==> src/rtl/display_scanner.sv <==
`default_nettype none
// ============================================================================
// Module      : display_scanner
// Description : Time-multiplexed 7-segment driver with a blank/show slot FSM,
//               per-frame input snapshot and built-in hex decode.
//               Optional leading-zero blanking: DISPLAY_SCANNER_LZ_BLANK_EN.
// Revision    : 1.0 - initial release
// ============================================================================
module display_scanner #(
    parameter int DIGITS       = 4,
    parameter int REFRESH_DIV  = 50000,
    parameter int BLANK_CYCLES = 500,
    parameter bit ACTIVE_LOW   = 1'b1
) (
    input  logic                  clock,
    input  logic                  reset,
    input  logic                  enable,
    input  logic [4*DIGITS-1:0]   digits_in,
    input  logic [DIGITS-1:0]     dp_in,
    output logic [6:0]            segments,
    output logic                  dp,
    output logic [DIGITS-1:0]     anode,
    output logic                  frame_done
);

    localparam int PW = (REFRESH_DIV > 1) ? $clog2(REFRESH_DIV) : 1;
    localparam int IW = (DIGITS > 1) ? $clog2(DIGITS) : 1;

    localparam logic [PW-1:0] c_pre_last   = PW'(REFRESH_DIV - 1);
    localparam logic [PW-1:0] c_blank_last = PW'(BLANK_CYCLES - 1);
    localparam logic [IW-1:0] c_idx_last   = IW'(DIGITS - 1);

    localparam logic [1:0] c_st_idle  = 2'd0;
    localparam logic [1:0] c_st_blank = 2'd1;
    localparam logic [1:0] c_st_show  = 2'd2;

    // XOR masks: an "off" pattern doubles as the polarity inverter
    localparam logic [6:0]        c_seg_off   = ACTIVE_LOW ? 7'h7F : 7'h00;
    localparam logic [DIGITS-1:0] c_anode_off = {DIGITS{ACTIVE_LOW}};
    localparam logic              c_dp_off    = ACTIVE_LOW;

    function automatic logic [6:0] seg_decode(input logic [3:0] v);
        logic [6:0] s;
        case (v)
            4'h0:    s = 7'h3F;
            4'h1:    s = 7'h06;
            4'h2:    s = 7'h5B;
            4'h3:    s = 7'h4F;
            4'h4:    s = 7'h66;
            4'h5:    s = 7'h6D;
            4'h6:    s = 7'h7D;
            4'h7:    s = 7'h07;
            4'h8:    s = 7'h7F;
            4'h9:    s = 7'h6F;
            4'hA:    s = 7'h77;
            4'hB:    s = 7'h7C;
            4'hC:    s = 7'h39;
            4'hD:    s = 7'h5E;
            4'hE:    s = 7'h79;
            default: s = 7'h71;
        endcase
        return s;
    endfunction

    logic [1:0]        state_q, state_d;
    logic [IW-1:0]     idx_q, idx_d;
    logic [PW-1:0]     pre_q, pre_d;
    logic              snap_load;
    logic              fdone_d;

    logic [3:0]        snap_q [DIGITS];
    logic [DIGITS-1:0] snap_dp_q;
    logic [DIGITS-1:0] blank_flag;

    logic [6:0]        seg_q, seg_d;
    logic              dp_q, dp_d;
    logic [DIGITS-1:0] anode_q, anode_d;
    logic              fdone_q;

    // ------------------------------------------------------------------
    // Slot sequencing
    // ------------------------------------------------------------------
    always_comb begin
        state_d   = state_q;
        idx_d     = idx_q;
        pre_d     = pre_q;
        snap_load = 1'b0;
        fdone_d   = 1'b0;
        if (!enable) begin
            state_d = c_st_idle;
            idx_d   = '0;
            pre_d   = '0;
        end else begin
            case (state_q)
                c_st_idle: begin
                    state_d   = c_st_blank;
                    idx_d     = '0;
                    pre_d     = '0;
                    snap_load = 1'b1;
                end
                c_st_blank: begin
                    pre_d = pre_q + 1'b1;
                    if (pre_q == c_blank_last) begin
                        state_d = c_st_show;
                    end
                end
                c_st_show: begin
                    if (pre_q == c_pre_last) begin
                        pre_d   = '0;
                        state_d = c_st_blank;
                        if (idx_q == c_idx_last) begin
                            idx_d     = '0;
                            snap_load = 1'b1;
                            fdone_d   = 1'b1;
                        end else begin
                            idx_d = idx_q + 1'b1;
                        end
                    end else begin
                        pre_d = pre_q + 1'b1;
                    end
                end
                default: begin
                    state_d = c_st_idle;
                    idx_d   = '0;
                    pre_d   = '0;
                end
            endcase
        end
    end

    // ------------------------------------------------------------------
    // Leading-zero blank flags, derived from the frame snapshot only
    // ------------------------------------------------------------------
`ifdef DISPLAY_SCANNER_LZ_BLANK_EN
    always_comb begin
        logic zero_run;
        zero_run   = 1'b1;
        blank_flag = '0;
        for (int i = DIGITS - 1; i >= 0; i--) begin
            zero_run = zero_run && (snap_q[i] == 4'h0);
            blank_flag[i] = (i != 0) && zero_run && !snap_dp_q[i];
        end
    end
`else
    assign blank_flag = '0;
`endif

    // ------------------------------------------------------------------
    // Output next-state: computed from the post-edge state so that the
    // pins change on the same edge as the FSM.
    // ------------------------------------------------------------------
    always_comb begin
        logic [DIGITS-1:0] sel;
        sel = '0;
        for (int i = 0; i < DIGITS; i++) begin
            sel[i] = (idx_d == IW'(i));
        end
        anode_d = c_anode_off;
        seg_d   = c_seg_off;
        dp_d    = c_dp_off;
        if (state_d == c_st_show) begin
            anode_d = sel ^ c_anode_off;
            dp_d    = snap_dp_q[idx_d] ^ c_dp_off;
            if (!blank_flag[idx_d]) begin
                seg_d = seg_decode(snap_q[idx_d]) ^ c_seg_off;
            end
        end
    end

    // ------------------------------------------------------------------
    // Registers
    // ------------------------------------------------------------------
    always_ff @(posedge clock) begin
        if (reset) begin
            state_q   <= c_st_idle;
            idx_q     <= '0;
            pre_q     <= '0;
            snap_dp_q <= '0;
            anode_q   <= c_anode_off;
            seg_q     <= c_seg_off;
            dp_q      <= c_dp_off;
            fdone_q   <= 1'b0;
        end else begin
            state_q <= state_d;
            idx_q   <= idx_d;
            pre_q   <= pre_d;
            anode_q <= anode_d;
            seg_q   <= seg_d;
            dp_q    <= dp_d;
            fdone_q <= fdone_d;
            if (snap_load) begin
                snap_dp_q <= dp_in;
            end
        end
    end

    generate
        for (genvar g = 0; g < DIGITS; g++) begin : g_snap
            always_ff @(posedge clock) begin
                if (reset) begin
                    snap_q[g] <= 4'h0;
                end else if (snap_load) begin
                    snap_q[g] <= digits_in[4*g +: 4];
                end
            end
        end
    endgenerate

    assign segments   = seg_q;
    assign dp         = dp_q;
    assign anode      = anode_q;
    assign frame_done = fdone_q;

endmodule
`default_nettype wire

==> config.mk <==
export PLATFORM = sky130hd
export DESIGN_NAME = display_scanner
export DESIGN_NICKNAME = d
export VERILOG_FILES = /design/src/rtl/display_scanner.sv
export SDC_FILE = /design/constraint.sdc
export NUM_CORES = 1
export LEC_CHECK = 0
export CORE_MARGIN = 2
export CORE_UTILIZATION = 25
export DETAILED_ROUTE_END_ITERATION = 7
export PLACE_DENSITY = 0.54
export SLEW_MARGIN = 10
export SYNTH_ARGS = -nofsm -noshare
export SYNTH_HDL_FRONTEND = slang
export SYNTH_SLANG_ARGS = --single-unit
==> constraint.sdc <==
create_clock -name clock -period 5.7 [get_ports clock]
set_input_delay 1.14 -clock clock [delete_from_list [all_inputs] [get_ports clock]]
set_output_delay 1.14 -clock clock [all_outputs]
set_load 0.01 [all_outputs]
# [Word-level counts from Yosys, hierarchy flattened]
# Memory sizes are Yosys's and may differ from the RTL's.
# Cells that the tools add are included.
# Widths: inputs -> output; s select.
[word_totals] n_memories=2 ff_bits=37 mem_bits_rw=16 output_inout_bits=13 elab_cells=67 romBits=112 in_bits=23
[classes] n_reduce_logical=6 add_sub_neg=2 n_eq_ne=9 magnitude_cmp=1 muxes=29 n_bitwise=10
[mem_list] name="(no name shown)" depth=16 word_bits=7 read_ports=1 rd_ports_with_merged_regs=0 write_ports=0 line="44" text="case (v)"
[mem_list] name="snap_q" depth=4 word_bits=4 read_ports=1 rd_ports_with_merged_regs=0 write_ports=4 line="71" text="logic [3:0] snap_q [DIGITS];"
[op_table] cell="$pmux 16 s2" n=1
[op_table] cell="$add 16x1->16 const B" n=1
[op_table] cell="$eq 16x16->1 const B" n=1
[op_table] cell="$eq 16x9->1 const B" n=1
[op_table] cell="$mux 16" n=1
[op_table] cell="$mux 4" n=4
[op_table] cell="$mux 7" n=2
[op_table] cell="$mux 2" n=6
[op_table] cell="$eq 2x2->1 const B" n=5
[op_table] cell="$mux 1" n=10
[op_table] cell="$not 7->7" n=1
[op_table] cell="$pmux 2 s3" n=1
[op_table] cell="$reduce_or 3->1" n=2
[op_table] cell="$bmux 1 s2" n=2
[op_table] cell="$eq 2x1->1 const B" n=2
[op_table] cell="$logic_not 2->1" n=2
[op_table] cell="$not 1->1" n=4
[op_table] cell="$not 4->4" n=1
[op_table] cell="$or 1x1->1" n=4
[op_table] cell="$pmux 2 s2" n=1
[op_table] cell="$reduce_or 2->1" n=2
[op_table] cell="$lt 2x3->1 const B" n=1
[op_table] cell="$add 2x1->2 const B" n=1
[op_table] cell="$pmux 1 s2" n=1

# [Depth between registers and ports, before layout]
# Gate-level depths: netlist of run 1.
[depth] word_depth=10 mapped_depth=13 depth_no_buf=12

# [Least setup slack after synthesis of run 1]
# Ideal clock, no wire load.
[synth_timing] path_kind="register to register" startpoint="register state_q[1]" endpoint="register seg_q[1] (netlist: segments[1])" slack_ns=2.540 period_less_slack_ns=3.160 required_ns=5.621 stages_incl_launch_ff=13 n_path_buf=1 t_arrival_ns=3.081 setup_ns=0.079 cell_sequence="dfxtp_1 -> inv_1 -> ha_1 -> clkbuf_1 -> o21ai_0 -> a41oi_1 -> a21o_4 -> mux2_4 -> a222oi_1 -> inv_1 -> ha_1 -> mux2_2 -> o211ai_1"
[synth_between] elab_chain_cells=8 word_cells_on_any_way=19 classes_between="eq/ne (3); mux (10); bitwise (2); reduce/logical (2); memory (2)"
[synth_rtl] item="start, declared" line="65" text="logic [1:0] state_q, state_d;"
[synth_rtl] item="start signal, assigned" line="175" text="state_q <= c_st_idle;"
[synth_rtl] item="start signal, assigned" line="184" text="state_q <= state_d;"
[synth_rtl] item="$eq 2x2->1 or $eq 2x1->1 (tied branches)" line="94" text="case (state_q)"
[synth_rtl] item="$pmux 2 s2" line="94"
[synth_rtl] item="$mux 2" line="89" text="if (!enable) begin"
[synth_rtl] item="$mem_v2 4x4"
[synth_rtl] item="$mem_v2 16x7"
[synth_rtl] item="$mux 7" line="164" text="if (!blank_flag[idx_d]) begin"
[synth_rtl] item="$mux 7" line="161" text="if (state_d == c_st_show) begin"
[synth_rtl] item="$not 7->7 (no source line)"
[synth_rtl] item="end signal, assigned" line="180" text="seg_q <= c_seg_off;"
[synth_rtl] item="end signal, assigned" line="188" text="seg_q <= seg_d;"
[synth_rtl] item="end, declared" line="75" text="logic [6:0] seg_q, seg_d;"
# Several ways; a longest one is shown, not always the timed one. The select of a mux whose other input is x is not followed.
# A chain may end at the register's enable or synchronous reset.

# [Worst setup path in the final report of run 1]
[layout_timing] startpoint="register state_q[0]" endpoint="register seg_q[1] (netlist: segments[1])"
# Same word-level chain as after synthesis.

==> metrics.cfg, run 1 <==
[run_status]
outcome=complete, no violations

[floorplan]
die_y_um=108
boundaryPins=36
dieArea_um2=11600
die_width_um=108
rows=37
start_util_pct=25.9
core_region_area_um2=10400

[sta]
setup_viol=0
rsz0062_at_grt=no
hold_viol=0
clock.fmax_mhz=273
slew_violations=0
post-route-period-util_pct=64.2
skew_ns=0.00650
slew_headroom_pct=28.1
worstMarginPinSlew_ns=1.08
fin_crit_ns=3.66
timing.hold.ws_ns=0.460
fin_tns_setup_ns=0

[synthesis]
synth.top_cells.by_area=dfxtp_1 27%, edfxtp_1 18%, ha_1 6.0%, and2_1 4.4%, nand2_1 3.5%
synthCells=268
synth-seq-cells=53
synth-edff-count=16
yosys.area.top_type=dfxtp_1
synthArstFlopShare_pct=0
synth_nets=304
yosys_warnings=0
ys.flop_type=dfxtp_1
synth_top_area_share_pct=27.4
ys_types=54
avgSynthCellArea_um2=10.1
synth_most_common_cell=dfxtp_1
synth_common_cells=37 x dfxtp_1, 25 x nand2_1, 20 x nor2_1, 19 x and2_1, 16 x edfxtp_1
synth_seq_area_share_pct=45.2
synth_area_um2=2700

[cells_and_area]
nets=336
fin_cells=437
antenna-diode-count=0
area_delta_synth_final_pct=21.9
drive_gt1_share_pct=7.64

[critical_path]
crit_path_start_kind=flip-flop
ff2ff_setup_slack_ns=2.04
critPathMaxStageDelay_ns=0.69
end_kind=flip-flop
path_class=reg2reg
worstReg2RegStart=state_q[0]$_SDFF_PP0_
critPathLaunch=state_q[0]$_SDFF_PP0_
cp_cell_sequence=inv_1 > ha_1 > o21ai_0 > a41oi_1 > a21o_4 > mux2_4 > a222oi_1 > inv_1 > ha_1 > mux2_2 > o211ai_1
cp-endpoint=segments[1]$_SDFF_PP1_
cp_slowest_cell=a222oi_1
path_depth=11
cp_top_family=compound AO/OA/AOI/OAI gates
critPathBufInv=2
r2r-end=segments[1]$_SDFF_PP1_
rr_worst_depth=11
crit_fanout=12
cp.arrival_ns=3.90
cp_data_required_time_ns=5.94

[place]
place_congestion=0.813
hpwl_mm=4.20
portBuffers=35
dpl.cell_count=429

[drt]
final_antenna_net_count=0
drtPass1Iterations=4
wl_mm=5.58
vias=2005
wl_per_cell_um=12.8
drt-initial-drc-count=121
drc_errors=0
via_per_inst=4.59

[cts]
hold_buffers=0
cts_resized=0
numCtsBuffers=5
post-cts-setup-buffers=0
clock_latency_ns=0.31
cts_root_buf=clkbuf_8
cts.clk_slew.worst_paths_ns=0.10
clockBufferDepth=2
h-tree-depth=2
cts_sinks=53
cts_tree=yes

[worst_hold_path]
hold_depth=1
min_path_type=reg2reg
min-delay-start=pre_q[0]$_SDFF_PP0_

[power]
ir_drop_uv=87.0
leakage_uw=0.00118
p_total_uw=767
power_density_nw_per_um2=233

[job]
maxCapViolations=0

[global_route]
grt_first_pass_wirelength_mm=9.54
grt-ovfl-total=0
grt_max_degree=21
grt_pass1_vias=1942
grt_use_total_pct=10.3
antenna_found_initial=0

## kinds of logic (layout without fill, tap and decap cells)
kind of cell	count (synthesis)	count (layout)	share of synthesized area, %
xor gates and xnor gates	12	12	3.89
adders and majority gates	13	13	6.02
muxes	11	11	4.54
buffers and inverters	21	54	3.85
DFF	53	53	45.2
AOI/OAI and AO/OA	54	54	15.6
and+or+nand+nor	104	104	20.9
## state kept, by name (all words and copies together), names as in the netlist
register and flops:
anode 4, snap_dp_q 4, pre_q 16, state_q 2, snap_q 16, dp 1, frame_done 1, idx_q 2
segments 7
## per-stage QoR
step                      util (%)  setup WS, ns  instance area (um^2)
after floorplan                  -          2.54                  2700
after global placement        30.3          1.85                  3160
after detailed placement      30.3          1.76                  3160
after CTS                     31.6          2.04                  3290
after global routing          31.6          1.62                  3290
final                         31.6          2.04                  3290
## cell usage in the layout (no fill, tap or decap), types with 3 or more instances in the layout
| master | n |
|---|---|
| nor3_1 | 5 |
| nand2b_1 | 3 |
| a21oi_1 | 11 |
| xnor2_1 | 5 |
| inv_1 | 11 |
| o211ai_1 | 6 |
| xor2_1 | 7 |
| edfxtp_1 | 16 |
| clkbuf_8 | 5 |
| and3_1 | 5 |
| or3_1 | 3 |
| and2_1 | 19 |
| o21ai_0 | 4 |
| a22o_1 | 5 |
| o221ai_1 | 3 |
| a31oi_1 | 3 |
| nand3_1 | 9 |
| a211oi_1 | 3 |
| nand2_1 | 25 |
| dfxtp_1 | 37 |
| nor2_1 | 20 |
| ha_1 | 13 |
| clkdlybuf4s50_1 | 35 |
| mux2i_1 | 7 |
## worst min-delay path by stage
stage | to | slack (ns)
finish | pre_q[0]$_SDFF_PP0_ | 0.46
global route | pre_q[0]$_SDFF_PP0_ | 0.49
CTS | pre_q[0]$_SDFF_PP0_ | 0.47
detailed placement | pre_q[0]$_SDFF_PP0_ | 0.45
global placement | pre_q[0]$_SDFF_PP0_ | 0.43
floorplan | pre_q[0]$_SDFF_PP0_ | 0.42
## power by group
group	switching [uW]	internal, uW
Sequential	5.48	400
Clock	126	175
Combinational	30.4	30.5
Total	162	605
## worst reg2reg max path, cell delays in order, from the launching register on
cell,delay (ns)
dfxtp_1,0.36
inv_1,0.11
ha_1,0.41
o21ai_0,0.20
a41oi_1,0.46
a21o_4,0.20
mux2_4,0.31
a222oi_1,0.69
inv_1,0.19
ha_1,0.26
mux2_2,0.26
o211ai_1,0.14
## layout make-up
cell class	instances	area, um^2
multi-input combinational	194	1380
sequential	53	1220
clock buffer	5	68.8
inverter	11	41.3
timing repair buffer	35	350
fill	1080	7120
clock inverter	3	65.1
tap	136	170
## layer usage
| layer | vias up | global-route usage (%) | part of all wire (%) |
|---|---|---|---|
| li1 | 1025 | - | - |
| met1 | 930 | 14.5 | 52 |
| met2 | 42 | 15.5 | 42 |
| met3 | 8 | 2.12 | 4.1 |
| met4 | 0 | 3.57 | 1.6 |
| met5 | - | 0 | 0 |
(Power assumes the default switching activity.)
==> run 2, diff against run 1 <==
Clock period 5.7 ns to 3.4 ns, I/O delays scaled along.
==> metrics.cfg, run 2 (synthesis results as in run 1) <==
[cts]
post-cts-setup-buffers=0  ; unchanged
h-tree-depth=2  ; unchanged
cts_root_buf=clkbuf_8  ; unchanged
hold_buffers=0  ; unchanged
cts_sinks=53  ; unchanged
cts.clk_slew.worst_paths_ns=0.10  ; about the same
numCtsBuffers=5  ; unchanged
cts_tree=yes  ; unchanged
clock_latency_ns=0.31  ; about the same
clockBufferDepth=2  ; unchanged
cts_resized=0  ; unchanged

[critical_path]
crit_path_start_kind=flip-flop  ; unchanged
worstReg2RegStart=state_q[0]$_SDFF_PP0_  ; unchanged
cp-endpoint=segments[0]$_SDFF_PP1_  ; was segments[1]$_SDFF_PP1_
crit_fanout=7  ; was 12
rr_worst_depth=13  ; was 11
path_class=reg2reg  ; unchanged
cp.arrival_ns=3.28  ; was 3.90 ns
ff2ff_setup_slack_ns=0.30  ; was 2.04 ns
critPathLaunch=state_q[0]$_SDFF_PP0_  ; unchanged
end_kind=flip-flop  ; unchanged
r2r-end=segments[0]$_SDFF_PP1_  ; was segments[1]$_SDFF_PP1_
cp_data_required_time_ns=3.58  ; was 5.94 ns

[sta]
clock.fmax_mhz=322  ; was 273 MHz
slew_headroom_pct=54.9  ; was 28.1%
skew_ns=0.00670  ; was 0.00650 ns
slew_violations=0  ; unchanged
rsz0062_at_grt=no  ; unchanged
fin_tns_setup_ns=0  ; unchanged
fin_crit_ns=3.10  ; was 3.66 ns
worstMarginPinSlew_ns=0.674  ; was 1.08 ns
hold_viol=0  ; unchanged
post-route-period-util_pct=91.2  ; was 64.2%
setup_viol=0  ; unchanged

[cells_and_area]
seqCellArea_um2=1220  ; unchanged
area_delta_synth_final_pct=25.2  ; was 21.9%
nets=346  ; was 336
multi_input_area_um2=1380  ; about the same
fin_cells=447  ; was 437
antenna-diode-count=0  ; unchanged
drive_gt1_share_pct=11.3  ; was 7.64%
fillers=1067  ; was 1,080
layout_common_cells=37 x dfxtp_1, 35 x clkdlybuf4s50_1, 25 x nand2_1  ; unchanged
final_common_cell=dfxtp_1  ; unchanged

[global_route]
grt-ovfl-total=0  ; unchanged
antenna_found_initial=0  ; unchanged
grt_pass1_vias=1952  ; was 1,942
grt_max_degree=21  ; unchanged
grt_first_pass_wirelength_mm=9.58  ; was 9.54 mm
grt_use_total_pct=10.4  ; was 10.3%

[drt]
drc_errors=0  ; unchanged
wl_per_cell_um=12.7  ; was 12.8 um
wl_mm=5.66  ; was 5.58 mm
drtPass1Iterations=5  ; was 4
final_antenna_net_count=0  ; unchanged
via_per_inst=4.52  ; was 4.59
drt-initial-drc-count=191  ; was 121
vias=2022  ; was 2,005

[floorplan]
die_y_um=108  ; unchanged
boundaryPins=36  ; unchanged
rows=37  ; unchanged
core_region_area_um2=10400  ; unchanged
start_util_pct=25.9  ; unchanged
dieArea_um2=11600  ; unchanged
die_width_um=108  ; unchanged

[run_status]
outcome=complete, no violations  ; unchanged

[worst_hold_path]
min_path_type=reg2reg  ; unchanged

[place]
dpl.cell_count=439  ; was 429
hpwl_mm=4.31  ; was 4.20 mm
portBuffers=35  ; unchanged
place_congestion=0.849  ; was 0.813

[power]
p_total_uw=1300  ; was 767 uW
power_density_nw_per_um2=386  ; was 233 nW/um^2
ir_drop_uv=202  ; was 87.0 uV
leakage_uw=0.00123  ; was 0.00118 uW

[job]
maxCapViolations=0  ; unchanged

==> run 2: worst min path at each step <==
stage	slack [ns]	cells past startpoint	from	endpoint
2_1_floorplan	0.42	1	pre_q[0]$_SDFF_PP0_	pre_q[0]$_SDFF_PP0_
3_3_place_gp	0.43	1	pre_q[0]$_SDFF_PP0_	pre_q[0]$_SDFF_PP0_
3_5_place_dp	0.44	1	pre_q[0]$_SDFF_PP0_	pre_q[0]$_SDFF_PP0_
4_1_cts	0.46	1	pre_q[0]$_SDFF_PP0_	pre_q[0]$_SDFF_PP0_
5_1_grt	0.48	1	pre_q[0]$_SDFF_PP0_	pre_q[0]$_SDFF_PP0_
6_report	0.46	1	pre_q[0]$_SDFF_PP0_	pre_q[0]$_SDFF_PP0_
==> run 2: metrics by stage <==
stage	setup WS, ns	hold WS [ns]	instance area [um^2]	utilization [%]
after floorplan	0.240	0.418	2700	-
after global placement	0.275	0.431	3230	31.0
after detailed placement	0.217	0.440	3230	31.0
after CTS	0.269	0.460	3370	32.4
after global routing	0.102	0.479	3380	32.4
final	0.299	0.462	3380	32.4
==> run 2: report_power, final <==
group | internal, uW | switching, uW
clock | 296 | 217
sequential | 671 | 9.81
combinational | 55.9 | 53.0
total | 1020 | 280
==> run 2: area by class of cell <==
| cell class | count | share of cell area (%) |
|---|---|---|
| inverter | 11 | 1.22 |
| sequential | 53 | 36.1 |
| clock buffer | 5 | 2.04 |
| multi-input combinational | 194 | 40.9 |
| clock inverter | 3 | 2.04 |
| timing repair buffer | 45 | 12.6 |
| tap | 136 | 5.04 |
==> run 2: worst max-delay path: stages (launching register included) <==
cell,delay (ns)
dfxtp_1,0.40
inv_1,0.10
ha_1,0.28
buf_4,0.19
a22o_1,0.27
a21o_4,0.28
mux2_4,0.31
a222oi_1,0.30
buf_4,0.20
inv_1,0.07
ha_1,0.25
inv_1,0.09
and3_1,0.16
o31ai_2,0.07
==> run 2: layer usage <==
layer	global-route usage (%)	part of all wire [%]	vias to the layer above
met5	0	0	-
met1	14.5	51	926
met2	15.6	43	41
met3	2.36	4.2	7
li1	-	-	1048
met4	3.85	1.6	0
